$ cat src/rtl/sh7604_dbus_wbuf_pkg.sv
`default_nettype none
// ============================================================================
// sh7604_dbus_wbuf_pkg : shared types and the bufferable-address decode
// Revision 1.0
// ============================================================================
package sh7604_dbus_wbuf_pkg;

    typedef struct packed {
        logic [31:0] a;
        logic [31:0] d;
        logic [3:0]  ba;
    } WBUF_ENTRY_t;

    typedef enum logic [1:0] {
        IDLE   = 2'd0,
        LAUNCH = 2'd1,
        WAIT   = 2'd2
    } WbufState_t;

    // Only plain external-area writes may be posted.
    function automatic logic IsBufferable(input logic [31:0] a, input logic we, input logic lock);
        return (a[31:27] ==? 5'b00?00) && we && !lock;
    endfunction

endpackage
`default_nettype wire

$ cat src/rtl/sh7604_dbus_wbuf_if.sv
`default_nettype none
// ============================================================================
// sh7604_dbus_wbuf_if : request/response bus used on both the CBUS and DBUS side
// Revision 1.0
// ============================================================================
interface sh7604_dbus_wbuf_if;
    logic [31:0] a;
    logic [31:0] di;
    logic [3:0]  ba;
    logic        we;
    logic        req;
    logic        burst;
    logic        lock;
    logic [31:0] dout;
    logic        busy;

    modport master (output a, di, ba, we, req, burst, lock, input dout, busy);
    modport slave  (input a, di, ba, we, req, burst, lock, output dout, busy);
endinterface
`default_nettype wire

$ cat src/rtl/sh7604_dbus_wbuf_fifo.sv
`default_nettype none
// ============================================================================
// sh7604_wbuf_fifo : posted-write queue, CE-gated, synchronous reset
// Revision 1.0
// ============================================================================
module sh7604_wbuf_fifo
    import sh7604_dbus_wbuf_pkg::*;
#(
    parameter int unsigned DEPTH = 4
) (
    input  logic        clk,
    input  logic        rst,
    input  logic        ce_i,
    input  logic        push_i,
    input  WBUF_ENTRY_t push_data_i,
    input  logic        pop_i,
    output logic        full_o,
    output logic        empty_o,
    output WBUF_ENTRY_t head_o
);
    localparam int unsigned PW = $clog2(DEPTH);
    localparam int unsigned CW = PW + 1;

    WBUF_ENTRY_t   mem_q [DEPTH];
    logic [PW-1:0] wr_ptr_q;
    logic [PW-1:0] rd_ptr_q;
    logic [CW-1:0] count_q;
    logic          w_push;
    logic          w_pop;

    assign full_o  = (count_q == CW'(DEPTH));
    assign empty_o = (count_q == '0);
    assign head_o  = mem_q[rd_ptr_q];
    assign w_push  = push_i && !full_o;
    assign w_pop   = pop_i && !empty_o;

    // DEPTH is a power of two, so pointer overflow is the wrap.
    always_ff @(posedge clk) begin
        if (rst) begin
            wr_ptr_q <= '0;
            rd_ptr_q <= '0;
            count_q  <= '0;
        end else if (ce_i) begin
            if (w_push) wr_ptr_q <= wr_ptr_q + 1'b1;
            if (w_pop)  rd_ptr_q <= rd_ptr_q + 1'b1;
            case ({w_push, w_pop})
                2'b10:   count_q <= count_q + 1'b1;
                2'b01:   count_q <= count_q - 1'b1;
                default: count_q <= count_q;
            endcase
        end
    end

    always_ff @(posedge clk) begin
        if (ce_i && w_push) mem_q[wr_ptr_q] <= push_data_i;
    end

endmodule
`default_nettype wire

$ cat src/rtl/sh7604_dbus_wbuf.sv
`default_nettype none
// ============================================================================
// sh7604_dbus_wbuf : posted-write buffer between CBUS and the BSC DBUS port
// Revision 1.0
// ============================================================================
module sh7604_dbus_wbuf
    import sh7604_dbus_wbuf_pkg::*;
#(
    parameter int unsigned DEPTH = 4
) (
    input  logic                     clk,
    input  logic                     rst,
    input  logic                     ce_r_i,
    sh7604_dbus_wbuf_if.slave        cbus,
    sh7604_dbus_wbuf_if.master       dbus,
    output logic                     wb_empty_o
);
    WbufState_t  state_q;
    logic        src_fifo_q;
    logic        ack_q;
    logic [31:0] a_q;
    logic [31:0] di_q;
    logic [3:0]  ba_q;
    logic        we_q;
    logic        req_q;
    logic        burst_q;
    logic        lock_q;

    logic        w_bufferable;
    logic        w_push;
    logic        w_pop;
    logic        w_pt_pending;
    logic        w_full;
    logic        w_empty;
    WBUF_ENTRY_t w_head;
    WBUF_ENTRY_t w_push_data;

    assign w_bufferable = IsBufferable(cbus.a, cbus.we, cbus.lock);
    assign w_push       = cbus.req && w_bufferable && !w_full;
    assign w_pt_pending = cbus.req && !w_bufferable && !ack_q;
    assign w_pop        = (state_q == WAIT) && !dbus.busy && src_fifo_q;
    assign w_push_data  = '{a: cbus.a, d: cbus.di, ba: cbus.ba};

    // A pass-through request is released only by its own ACK cycle.
    assign cbus.busy  = cbus.req && (w_bufferable ? w_full : !ack_q);
    assign cbus.dout  = dbus.dout;
    assign wb_empty_o = w_empty && (state_q == IDLE);

    assign dbus.a     = a_q;
    assign dbus.di    = di_q;
    assign dbus.ba    = ba_q;
    assign dbus.we    = we_q;
    assign dbus.req   = req_q;
    assign dbus.burst = burst_q;
    assign dbus.lock  = lock_q;

    sh7604_wbuf_fifo #(
        .DEPTH (DEPTH)
    ) u_fifo (
        .clk         (clk),
        .rst         (rst),
        .ce_i        (ce_r_i),
        .push_i      (w_push),
        .push_data_i (w_push_data),
        .pop_i       (w_pop),
        .full_o      (w_full),
        .empty_o     (w_empty),
        .head_o      (w_head)
    );

    always_ff @(posedge clk) begin
        if (rst) begin
            state_q    <= IDLE;
            src_fifo_q <= 1'b0;
            ack_q      <= 1'b0;
            a_q        <= '0;
            di_q       <= '0;
            ba_q       <= '0;
            we_q       <= 1'b0;
            req_q      <= 1'b0;
            burst_q    <= 1'b0;
            lock_q     <= 1'b0;
        end else if (ce_r_i) begin
            ack_q <= 1'b0;
            case (state_q)
                IDLE: begin
                    if (!w_empty) begin
                        a_q        <= w_head.a;
                        di_q       <= w_head.d;
                        ba_q       <= w_head.ba;
                        we_q       <= 1'b1;
                        burst_q    <= 1'b0;
                        lock_q     <= 1'b0;
                        req_q      <= 1'b1;
                        src_fifo_q <= 1'b1;
                        state_q    <= LAUNCH;
                    end else if (w_pt_pending) begin
                        a_q        <= cbus.a;
                        di_q       <= cbus.di;
                        ba_q       <= cbus.ba;
                        we_q       <= cbus.we;
                        burst_q    <= cbus.burst;
                        lock_q     <= cbus.lock;
                        req_q      <= 1'b1;
                        src_fifo_q <= 1'b0;
                        state_q    <= LAUNCH;
                    end
                end
                // BSC is still registering BUSY on this edge.
                LAUNCH: state_q <= WAIT;
                WAIT: begin
                    if (!dbus.busy) begin
                        req_q   <= 1'b0;
                        state_q <= IDLE;
                        if (!src_fifo_q) ack_q <= 1'b1;
                    end
                end
                default: state_q <= IDLE;
            endcase
        end
    end

endmodule
`default_nettype wire
$ cat src/flat_wrapper.sv
// flat-port wrapper written by rule: the top's interface ports become plain ports
module sh7604_dbus_wbuf_flat import sh7604_dbus_wbuf_pkg::*;
#(
    parameter int unsigned DEPTH = 4
)
  (clk, rst, ce_r_i, wb_empty_o, cbus_a, cbus_di, cbus_ba, cbus_we, cbus_req, cbus_burst, cbus_lock, cbus_dout, cbus_busy, dbus_a, dbus_di, dbus_ba, dbus_we, dbus_req, dbus_burst, dbus_lock, dbus_dout, dbus_busy);
  sh7604_dbus_wbuf_if cbus_i ();
  sh7604_dbus_wbuf_if dbus_i ();
  input  logic clk;
  input  logic rst;
  input  logic ce_r_i;
  output logic wb_empty_o;
  input wire logic [$bits(cbus_i.a)-1:0] cbus_a;
  input wire logic [$bits(cbus_i.di)-1:0] cbus_di;
  input wire logic [$bits(cbus_i.ba)-1:0] cbus_ba;
  input wire logic [$bits(cbus_i.we)-1:0] cbus_we;
  input wire logic [$bits(cbus_i.req)-1:0] cbus_req;
  input wire logic [$bits(cbus_i.burst)-1:0] cbus_burst;
  input wire logic [$bits(cbus_i.lock)-1:0] cbus_lock;
  output wire logic [$bits(cbus_i.dout)-1:0] cbus_dout;
  output wire logic [$bits(cbus_i.busy)-1:0] cbus_busy;
  output wire logic [$bits(dbus_i.a)-1:0] dbus_a;
  output wire logic [$bits(dbus_i.di)-1:0] dbus_di;
  output wire logic [$bits(dbus_i.ba)-1:0] dbus_ba;
  output wire logic [$bits(dbus_i.we)-1:0] dbus_we;
  output wire logic [$bits(dbus_i.req)-1:0] dbus_req;
  output wire logic [$bits(dbus_i.burst)-1:0] dbus_burst;
  output wire logic [$bits(dbus_i.lock)-1:0] dbus_lock;
  input wire logic [$bits(dbus_i.dout)-1:0] dbus_dout;
  input wire logic [$bits(dbus_i.busy)-1:0] dbus_busy;
  assign cbus_i.a = cbus_a;
  assign cbus_i.di = cbus_di;
  assign cbus_i.ba = cbus_ba;
  assign cbus_i.we = cbus_we;
  assign cbus_i.req = cbus_req;
  assign cbus_i.burst = cbus_burst;
  assign cbus_i.lock = cbus_lock;
  assign cbus_dout = cbus_i.dout;
  assign cbus_busy = cbus_i.busy;
  assign dbus_a = dbus_i.a;
  assign dbus_di = dbus_i.di;
  assign dbus_ba = dbus_i.ba;
  assign dbus_we = dbus_i.we;
  assign dbus_req = dbus_i.req;
  assign dbus_burst = dbus_i.burst;
  assign dbus_lock = dbus_i.lock;
  assign dbus_i.dout = dbus_dout;
  assign dbus_i.busy = dbus_busy;
  sh7604_dbus_wbuf #(.DEPTH(DEPTH)) u_core (.clk(clk), .rst(rst), .ce_r_i(ce_r_i), .cbus(cbus_i), .dbus(dbus_i), .wb_empty_o(wb_empty_o));
endmodule
$ cat config.mk
export PLATFORM = sky130hd
export DESIGN_NAME = sh7604_dbus_wbuf_flat
export DESIGN_NICKNAME = d
export VERILOG_FILES = /design/src/rtl/sh7604_dbus_wbuf_pkg.sv /design/src/rtl/sh7604_dbus_wbuf_if.sv /design/src/rtl/sh7604_dbus_wbuf_fifo.sv /design/src/rtl/sh7604_dbus_wbuf.sv /design/src/flat_wrapper.sv
export SDC_FILE = /design/constraint.sdc
export NUM_CORES = 1
export LEC_CHECK = 0
export ABC_CLOCK_PERIOD_IN_PS = 8140
export BUFFER_PORTS_ARGS = -buffer_cell sky130_fd_sc_hd__buf_2
export CAP_MARGIN = 20
export CORE_MARGIN = 10
export CORE_UTILIZATION = 63
export CTS_BUF_LIST = sky130_fd_sc_hd__clkbuf_8
export DETAILED_ROUTE_END_ITERATION = 12
export PLACE_DENSITY_LB_ADDON = 0.15
export SLEW_MARGIN = 20
export SYNTH_ARGS = -nofsm -noshare
export SYNTH_HDL_FRONTEND = slang
export SYNTH_SLANG_ARGS = --single-unit
$ cat constraint.sdc
create_clock -name clk -period 8.14 [get_ports clk]
set_input_delay 0.407 -clock clk [delete_from_list [all_inputs] [get_ports clk]]
set_output_delay 0.407 -clock clk [all_outputs]
set_load 0.005 [all_outputs]
Yosys cells after proc, flatten, opt, wreduce, memory -nomap -nowiden
Memory sizes are Yosys's and may differ from the RTL's. A register that Yosys moved wholly into a read port is not among the register bits.
Cells that the tools add are included.
- register bits: 83
- RAM bits: 272
- input port bits: 108
- word-level logic and storage cells: 87
- memories: 1
- memory list (memory ; words ; width ; rd ports ; clocked after Yosys merged registers in ; wr ports ; RTL line ; source):
    u_core.u_fifo.mem_q ; 4 ; 68 ; 1 ; 1 ; 1 ; sh7604_dbus_wbuf_fifo.sv:24 ; WBUF_ENTRY_t mem_q [DEPTH];
- add/subtract/negate cells: 4
- equality and inequality tests: 8
- multiplexer cells: 31
- reductions and logical operators: 30
- operators by type and width (cell ; count):
    2-to-1 mux 32 bit ; 4
    2-to-1 mux 1 bit ; 17
    logical AND 1 bit ; 13
    2-to-1 mux 2 bit ; 5
    2-to-1 mux 4 bit ; 2
    zero test 1 bit ; 6
    case mux 2 bit (3 select lines) ; 1
    case mux 3 bit (2 select lines) ; 1
    AND reduction 2 bit ; 3
    AND reduction 3 bit ; 2
    adder 2 x 1 -> 2 bit, second input constant ; 2
    equality test 2 x 1 -> 1 bit, second input constant ; 2
    equality test 2 bit, second input constant ; 2
    zero test 4 bit ; 1
    AND reduction 4 bit ; 1
    nonzero test 2 bit ; 2
    adder 3 x 1 -> 3 bit, second input constant ; 1
    equality test 3 bit, second input constant ; 1
    zero test 3 bit ; 1
    inequality test 3 x 2 -> 1 bit, second input constant ; 1
    subtractor 3 x 1 -> 3 bit, second input constant ; 1
    zero test 2 bit ; 1
    inequality test 2 x 1 -> 1 bit, second input constant ; 1
    inequality test 2 bit, second input constant ; 1
    case mux 1 bit (2 select lines) ; 1

Longest topological paths before layout
Gate-level depths: netlist of the first run.
- word-level depth: 9
- depth in mapped cells: 10

Hierarchy
A second synthesis of the first run with hierarchy kept.
- cell total of the unflattened synthesis: 869
- area, all modules: 14411.3 µm²
- by module, submodules not included (module ; instances ; cells an instance ; area each (µm²)):
    sh7604_wbuf_fifo ; 1 ; 411 ; 10326.2
    sh7604_dbus_wbuf ; 1 ; 458 ; 4085.2

Worst setup path after synthesis of the first run
OpenSTA, ideal clock, no wires.
- path kind: input -> register
- start point: in cbus_a[30]
- end point: mem u_core.u_fifo.mem_q[0][0] in the netlist's numbering, enable pin
- setup time: 0.433 ns
- data arrival time: 3.143 ns
- data required time: 7.707 ns
- setup slack: 4.563 ns
- cell stages on the path: 5
- buffers on the path: 1
- path through: or4_1 nor2_1 and4_1 clkbuf_1 and2_1
- cells in the longest elaborated chain, start to end: 9
- RTL lines (item ; RTL line ; source):
    from (decl) ; flat_wrapper.sv:13 ; input wire logic [$bits(cbus_i.a)-1:0] cbus_a;
    zero test 4 bit ; sh7604_dbus_wbuf_pkg.sv:22 ; return (a[31:27] ==? 5'b00?00) && we && !lock;
    logical AND 1 bit (2 in a row) ; sh7604_dbus_wbuf_pkg.sv:22 ;
    logical AND 1 bit (2 in a row) ; sh7604_dbus_wbuf.sv:39 ; assign w_push = cbus.req && w_bufferable && !w_full;
    logical AND 1 bit ; sh7604_dbus_wbuf_fifo.sv:34 ; assign w_push = push_i && !full_o;
    logical AND 1 bit ; sh7604_dbus_wbuf_fifo.sv:55 ; if (ce_i && w_push) mem_q[wr_ptr_q] <= push_data_i;
    2-to-1 mux 1 bit ; sh7604_dbus_wbuf_fifo.sv:55 ;
    2-to-1 mux 1 bit (not written as such) ; sh7604_dbus_wbuf_fifo.sv:55 ;
    to (decl) ; sh7604_dbus_wbuf_fifo.sv:24 ;
No other way between the ends.

Worst setup path in the final report of the first run
- start point: reg u_core.state_q[0]
- end point: reg u_core.lock_q (netlist: u_core.dbus.lock)
- cells in the longest elaborated chain, start to end: 2
- RTL lines (item ; RTL line ; source):
    from (decl) ; sh7604_dbus_wbuf.sv:18 ; WbufState_t state_q;
    from (signal assigned) ; sh7604_dbus_wbuf.sv:73 ; state_q <= IDLE;
    from (signal assigned) ; sh7604_dbus_wbuf.sv:96 ; state_q <= LAUNCH;
    from (signal assigned) ; sh7604_dbus_wbuf.sv:106 ; state_q <= LAUNCH;
    zero test 2 bit ; sh7604_dbus_wbuf.sv:85 ; case (state_q)
    AND reduction 3 bit (no line) ; -- ;
    to (signal assigned) ; sh7604_dbus_wbuf.sv:103 ; lock_q <= cbus.lock;
    to (decl) ; sh7604_dbus_wbuf.sv:27 ; logic lock_q;
No other way between the ends.
A chain may end at the register's enable or synchronous reset.

==> results of run 1 <==
[area by class of cell]
| cell class | count | area [µm²] | share of cell area |
|---|---|---|---|
| clock buffer | 63 | 867.1 | 0.05653 |
| multi-input combinational | 347 | 3259 | 0.2125 |
| sequential | 357 | 9877 | 0.6439 |
| inverter | 8 | 30.03 | 0.001958 |
| antenna | 1 | 2.502 | 0.0001631 |
| tap | 275 | 344.1 | 0.02243 |
| timing repair buffer | 155 | 813.3 | 0.05302 |
| clock inverter | 38 | 145.1 | 0.009462 |
[logic make-up after synthesis]
logic type      Yosys count  synth area share
flops                   357            0.7206
simple gates            186           0.07455
buf+inv                  97           0.04303
compound gates           80           0.03919
mux                      70            0.1134
fa+ha+maj                 6          0.006030
xor+xnor                  5          0.003198
[worst min-delay path by stage]
stage,from,to,slack [ns]
after global placement,u_core.u_fifo.wr_ptr_q[1],u_core.u_fifo.wr_ptr_q[1],0.48
after floorplan,u_core.ack_q,u_core.ack_q,0.46
after global routing,cbus_di[6],u_core.u_fifo.mem_q[3][10],0.05
after CTS,cbus_di[0],u_core.u_fifo.mem_q[3][4],0.04
after detailed placement,u_core.u_fifo.wr_ptr_q[1],u_core.u_fifo.wr_ptr_q[1],0.50
final,cbus_a[0],u_core.u_fifo.mem_q[2][36],0.07
[metal layers]
layer,part of all wire,up-vias
met5,0,-
met4,0.020,0
met3,0.092,56
met2,0.49,381
met1,0.40,3907
li1,-,3417
[state kept, by name, summed over array words and instances (netlist names), named ones only]
name,cells
u_core.dbus.di,32
u_core.state_q,2
u_core.u_fifo.mem_q,272
u_core.dbus.ba,4
u_core.u_fifo.wr_ptr_q,2
u_core.src_fifo_q,1
u_core.dbus.req,1
u_core.u_fifo.count_q,3
u_core.ack_q,1
u_core.dbus.we,1
u_core.dbus.a,32
u_core.dbus.lock,1
u_core.u_fifo.rd_ptr_q,2
u_core.dbus.burst,1
[worst max-delay path: cells and delay by family, from the launching register on]
family | cells | cell delay (ns)
simple gates | 2 | 0.59
compound gates | 2 | 1.15
flops | 1 | 0.37
buf+inv | 1 | 0.67
[stage by stage]
step	instances	cell area, µm²
after floorplan	801	13700
after global placement	1141	14300
after detailed placement	1141	14300
after CTS	1242	15310
after global routing	1244	15340
final	1244	15340
[power by group]
part	switching [mW]	leakage (nW)	internal, mW	total, mW
clock network	0.634	0.619	0.700	1.33
logic	0.0986	1.51	0.0686	0.167
registers	0.0173	3.14	1.99	2.00
[cells in the mapped netlist, types with 3 or more instances]
| cell | instances | area [µm²] |
|---|---|---|
| nand2b_1 | 4 | 25.02 |
| o22ai_1 | 68 | 425.4 |
| nor3_1 | 130 | 650.6 |
| inv_1 | 8 | 30.03 |
| buf_2 | 18 | 90.09 |
| a21oi_1 | 3 | 15.01 |
| nand2_1 | 5 | 18.77 |
| nor2_1 | 11 | 41.29 |
| clkbuf_1 | 24 | 90.09 |
| buf_6 | 8 | 90.09 |
| ha_1 | 5 | 62.56 |
| dfxtp_1 | 85 | 1702 |
| buf_4 | 38 | 285.3 |
| and2_1 | 5 | 31.28 |
| nor3_2 | 11 | 110.1 |
| mux4_2 | 68 | 1531 |
| edfxtp_1 | 272 | 8168 |
| xor2_1 | 3 | 26.28 |
==> metrics.txt, run 1 <==
crit path launch u_core.state_q[0]; met3 usage 0.05875; Placeable Area about 21,000 µm²; Clock transition at path regs 0.06 ns; Tot GR Track Use 0.2025; Critical Path Sink u_core.dbus.lock; Layout area overhead 12.00%; CTS root buf clkbuf_8; crit end category flip-flop; critical-path cell list or3b_4 > a311oi_4 > buf_4 > nor2_1 > a31o_2; Slew Viols, Final 0; Pleak approximately 5.3 nW; pwr/cell area around 230 nW/µm²; Synthesis Warnings 0; min cycle time layout about 2.9 ns; Final Hold Viols 0; commonest non-fill, non-tap cell in the layout edfxtp_1; min setup slack post-route between 5 and 6 ns; slowest CP cell a311oi_4; syn_area_per_cell between 15 and 20 µm²; postcts setup bufs 0; EDFF count, synth ~270; initial antenna violation count 1; DIE AREA roughly 28,000 µm²; met1 Resource Use GR 0.2569; Net Count, Synth 915; Hold Slack around 0.072 ns; total power between 3 and 4 mW; vias in the first global route between 8,000 and 9,000; CP Launch Type flip-flop; Synth Instances 801; initial core utilization 0.6454; drt wl/cell 23.25 µm; required time of the critical path roughly 8.6 ns; Worst Max-Slew Pin Slew 1.063 ns; Worst R2R Start u_core.state_q[0]; busiest grt layer met2; Hold Path Class in2reg; final setup skew ~0.0096 ns; dpl ws between 4 and 5 ns; Netlist cell types 44; crit share post-route 0.3565; critical path class reg2reg; run status finished, final reports clean; number of hold buffers added after CTS 0; FMAX 344.6 MHz; CTS tree yes; Hold Path Depth 1; Max-Cap Viols 0; FP Rows 53; setup TNS 0 ns; met2 GRT Util 0.3301; arrival time of the worst setup path around 3.4 ns; Rel. slew slack 0.2911; layout cells sized above 1 0.3244; largest stage delay on the critical path ~0.86 ns; reg2reg end u_core.dbus.lock; dpl hpwl between 15 and 20 mm; vias per cell 6.239; sequential fraction of the synthesis area 0.7206; Buffers on Ports 149; # nets final roughly 1,000; Synth Cell Area ~14,000 µm²; Clk Latency, worst-skew pair around 0.57 ns; RSZ-0062 raised after global routing no; most frequent cells in the layout edfxtp_1 (272), buf_2 (148), nor3_1 (130); routability cong. 0.7728; ys flop type edfxtp_1; IO Pins 214; Max IR drop VDD around 0.16 mV; first-pass iteration count of the detailed router 5; CP max FO between 50 and 60; drt drc 0; CTS Sinks ~360; total CTS buffers 54; Post-synth ARST share 0; post-route ant nets 0; Setup Viol. Count Final 0; grt total ovfl 0; die width ~170 µm; flop2flop setup slack about 5.2 ns; fin util 0.7228; largest net degree at the start of global routing between 80 and 90; first-pass GRT wire length around 45 mm; First DRT Iteration DRCs around 700; die height roughly 170 µm; FF+latch count, synth roughly 360; R2R cell count 5; via count slightly below 8,000; Routed Wire Length 28.93 mm; Fillers around 1,400; Clock Path Buffers 3; H-tree Lvls 2; CTS resizes 0
Power figures use the tool's default switching activity.
==> run 2, diff against run 1 <==
ABC_CLOCK_PERIOD_IN_PS = 2370   (was 8140)
CORE_UTILIZATION = 53   (was 63)
clock period = 2.37 ns   (was 8.14 ns; I/O delays follow)
==> metrics.txt, run 2 (synthesis gave the netlist of run 1 again) <==
largest net degree at the start of global routing 39; pwr/cell area a little under 800 nW/µm²; Rel. slew slack 0.5738; first-pass iteration count of the detailed router 7; Worst Max-Slew Pin Slew ~0.63 ns; DIE AREA around 33,000 µm²; CTS Sinks 357; most frequent cells in the layout edfxtp_1 (272), buf_2 (148), nor3_1 (130); Placeable Area about 25,000 µm²; Clk Latency, worst-skew pair a little under 0.6 ns; Fillers around 1,700; R2R cell count 5; reg2reg end u_core.dbus.a[5]; required time of the critical path 2.62 ns; run status finished, final reports clean; largest stage delay on the critical path around 0.57 ns; slowest CP cell or4_1; min setup slack post-route 0.1129 ns; Max-Cap Viols 0; Final Hold Viols 0; first-pass GRT wire length about 49 mm; fin cells about 1,400; arrival time of the worst setup path roughly 2.5 ns; CTS resizes 0; CTS tree yes; Tot GR Track Use 0.1853; Max IR drop VDD 0.5356 mV; routability cong. 0.7747; H-tree Lvls 2; Worst Path Buf+Inv 3; layout cells sized above 1 0.3355; critical path class in2reg; multi-input logic area between 3000 and 4000 µm²; CTS root buf clkbuf_8; crit path launch cbus_a[30]; # diodes 0; via count roughly 8,000; crit end category flip-flop; Clock Path Buffers 3; Layout area overhead 22.60%; CP delay by family, top simple AND/OR/NAND/NOR gates; flip-flop count of the largest register after layout roughly 270; drt wl/cell roughly 22 µm; post-route ant nets 0; min cycle time layout roughly 2.3 ns; RSZ-0062 raised after global routing no; FP Rows 58; Hold Path Class in2reg; die width ~180 µm; WP depth 7; IO Pins 214; # nets final approximately 1,100; Top reg by flops u_core.u_fifo.mem_q; total CTS buffers 54; Setup Viol. Count Final 0; initial antenna violation count 0; Worst R2R Start u_core.state_q[0]; Pleak around 5.8 nW; met2 GRT Util 0.3028; First DRT Iteration DRCs approximately 600; Buffers on Ports between 100 and 150; vias per cell between 5 and 6; die height ~180 µm; drt drc 0; critical-path cell list dlygate4sd3_1 > buf_2 > or4_1 > nor2_1 > and4_1 > and2_4 > buf_12; CP max FO 30; busiest grt layer met2; grt total ovfl 0; Critical Path Sink u_core.u_fifo.mem_q[3][15]; Clock transition at path regs 0.07 ns; dpl ws ~0.14 ns; initial core utilization 0.5408; CP Launch Type input port; number of hold buffers added after CTS 73; register area about 10000 µm²; postcts setup bufs 0; Routed Wire Length between 30 and 40 mm; met3 usage 0.04476; Cells after DPL ~1,200; final setup skew 0.02753 ns; commonest non-fill, non-tap cell in the layout edfxtp_1; crit share post-route 0.9524; met1 Resource Use GR 0.2406; dpl hpwl 19.55 mm; vias in the first global route between 8,000 and 9,000; Slew Viols, Final 0; FMAX about 440 MHz; flop2flop setup slack approximately 0.19 ns
## run 2: how the worst min path moves through the flow
stage | start | to | slack (ns) | cells after the start
after floorplan | cbus_ba[0] | u_core.u_fifo.mem_q[0][0] | 0.22 | 0
after global placement | dbus_dout[16] | cbus_dout[16] | 0.24 | 0
after detailed placement | dbus_dout[16] | cbus_dout[16] | 0.24 | 0
after CTS | cbus_req | u_core.u_fifo.wr_ptr_q[1] | 0.1 | 3
after global routing | cbus_req | u_core.u_fifo.wr_ptr_q[1] | 0.13 | 3
final | cbus_req | u_core.u_fifo.wr_ptr_q[1] | 0.14 | 3
## run 2: cell type report
type                    count  share of cell area
inverters                   8            0.001788
repair buffers            256              0.1159
well taps                 330             0.02459
flip-flops and latches    357              0.5882
multi-input cells         347              0.1941
clock inverters            46             0.02943
clock buffers              56             0.04590
## run 2: where the power goes
group          internal (mW)  switching (mW)
Sequential              6.82          0.0546
Combinational          0.326           0.368
Clock                   3.42            2.33
## run 2: worst reg2reg max path, cell delays in order, from the launching register on
cell,delay (ns)
dfxtp_1,0.37
or3b_4,0.44
a311oi_4,0.49
buf_4,0.45
nor3_1,0.11
nor3_1,0.25
## run 2: routing by layer
layer / wire [µm] / vias to the layer above
met1: 12920 / 4008
met5: 0 / -
met3: 2271 / 72
met2: 15200 / 330
met4: 678 / 0
li1: - / 3625
## run 2: metrics by stage
step	cell area (µm²)	hold slack, ns	power, mW	TNS (ns)	util
5_1_grt	16790	0.1338	13.81	0	0.6630
3_5_place_dp	14800	0.2370	7.605	0	0.5842
2_1_floorplan	13700	0.2174	7.325	-47.94	-
6_report	16790	0.1381	13.32	0	0.6630
4_1_cts	16790	0.09745	13.44	0	0.6630
3_3_place_gp	14800	0.2370	7.575	0	0.5842
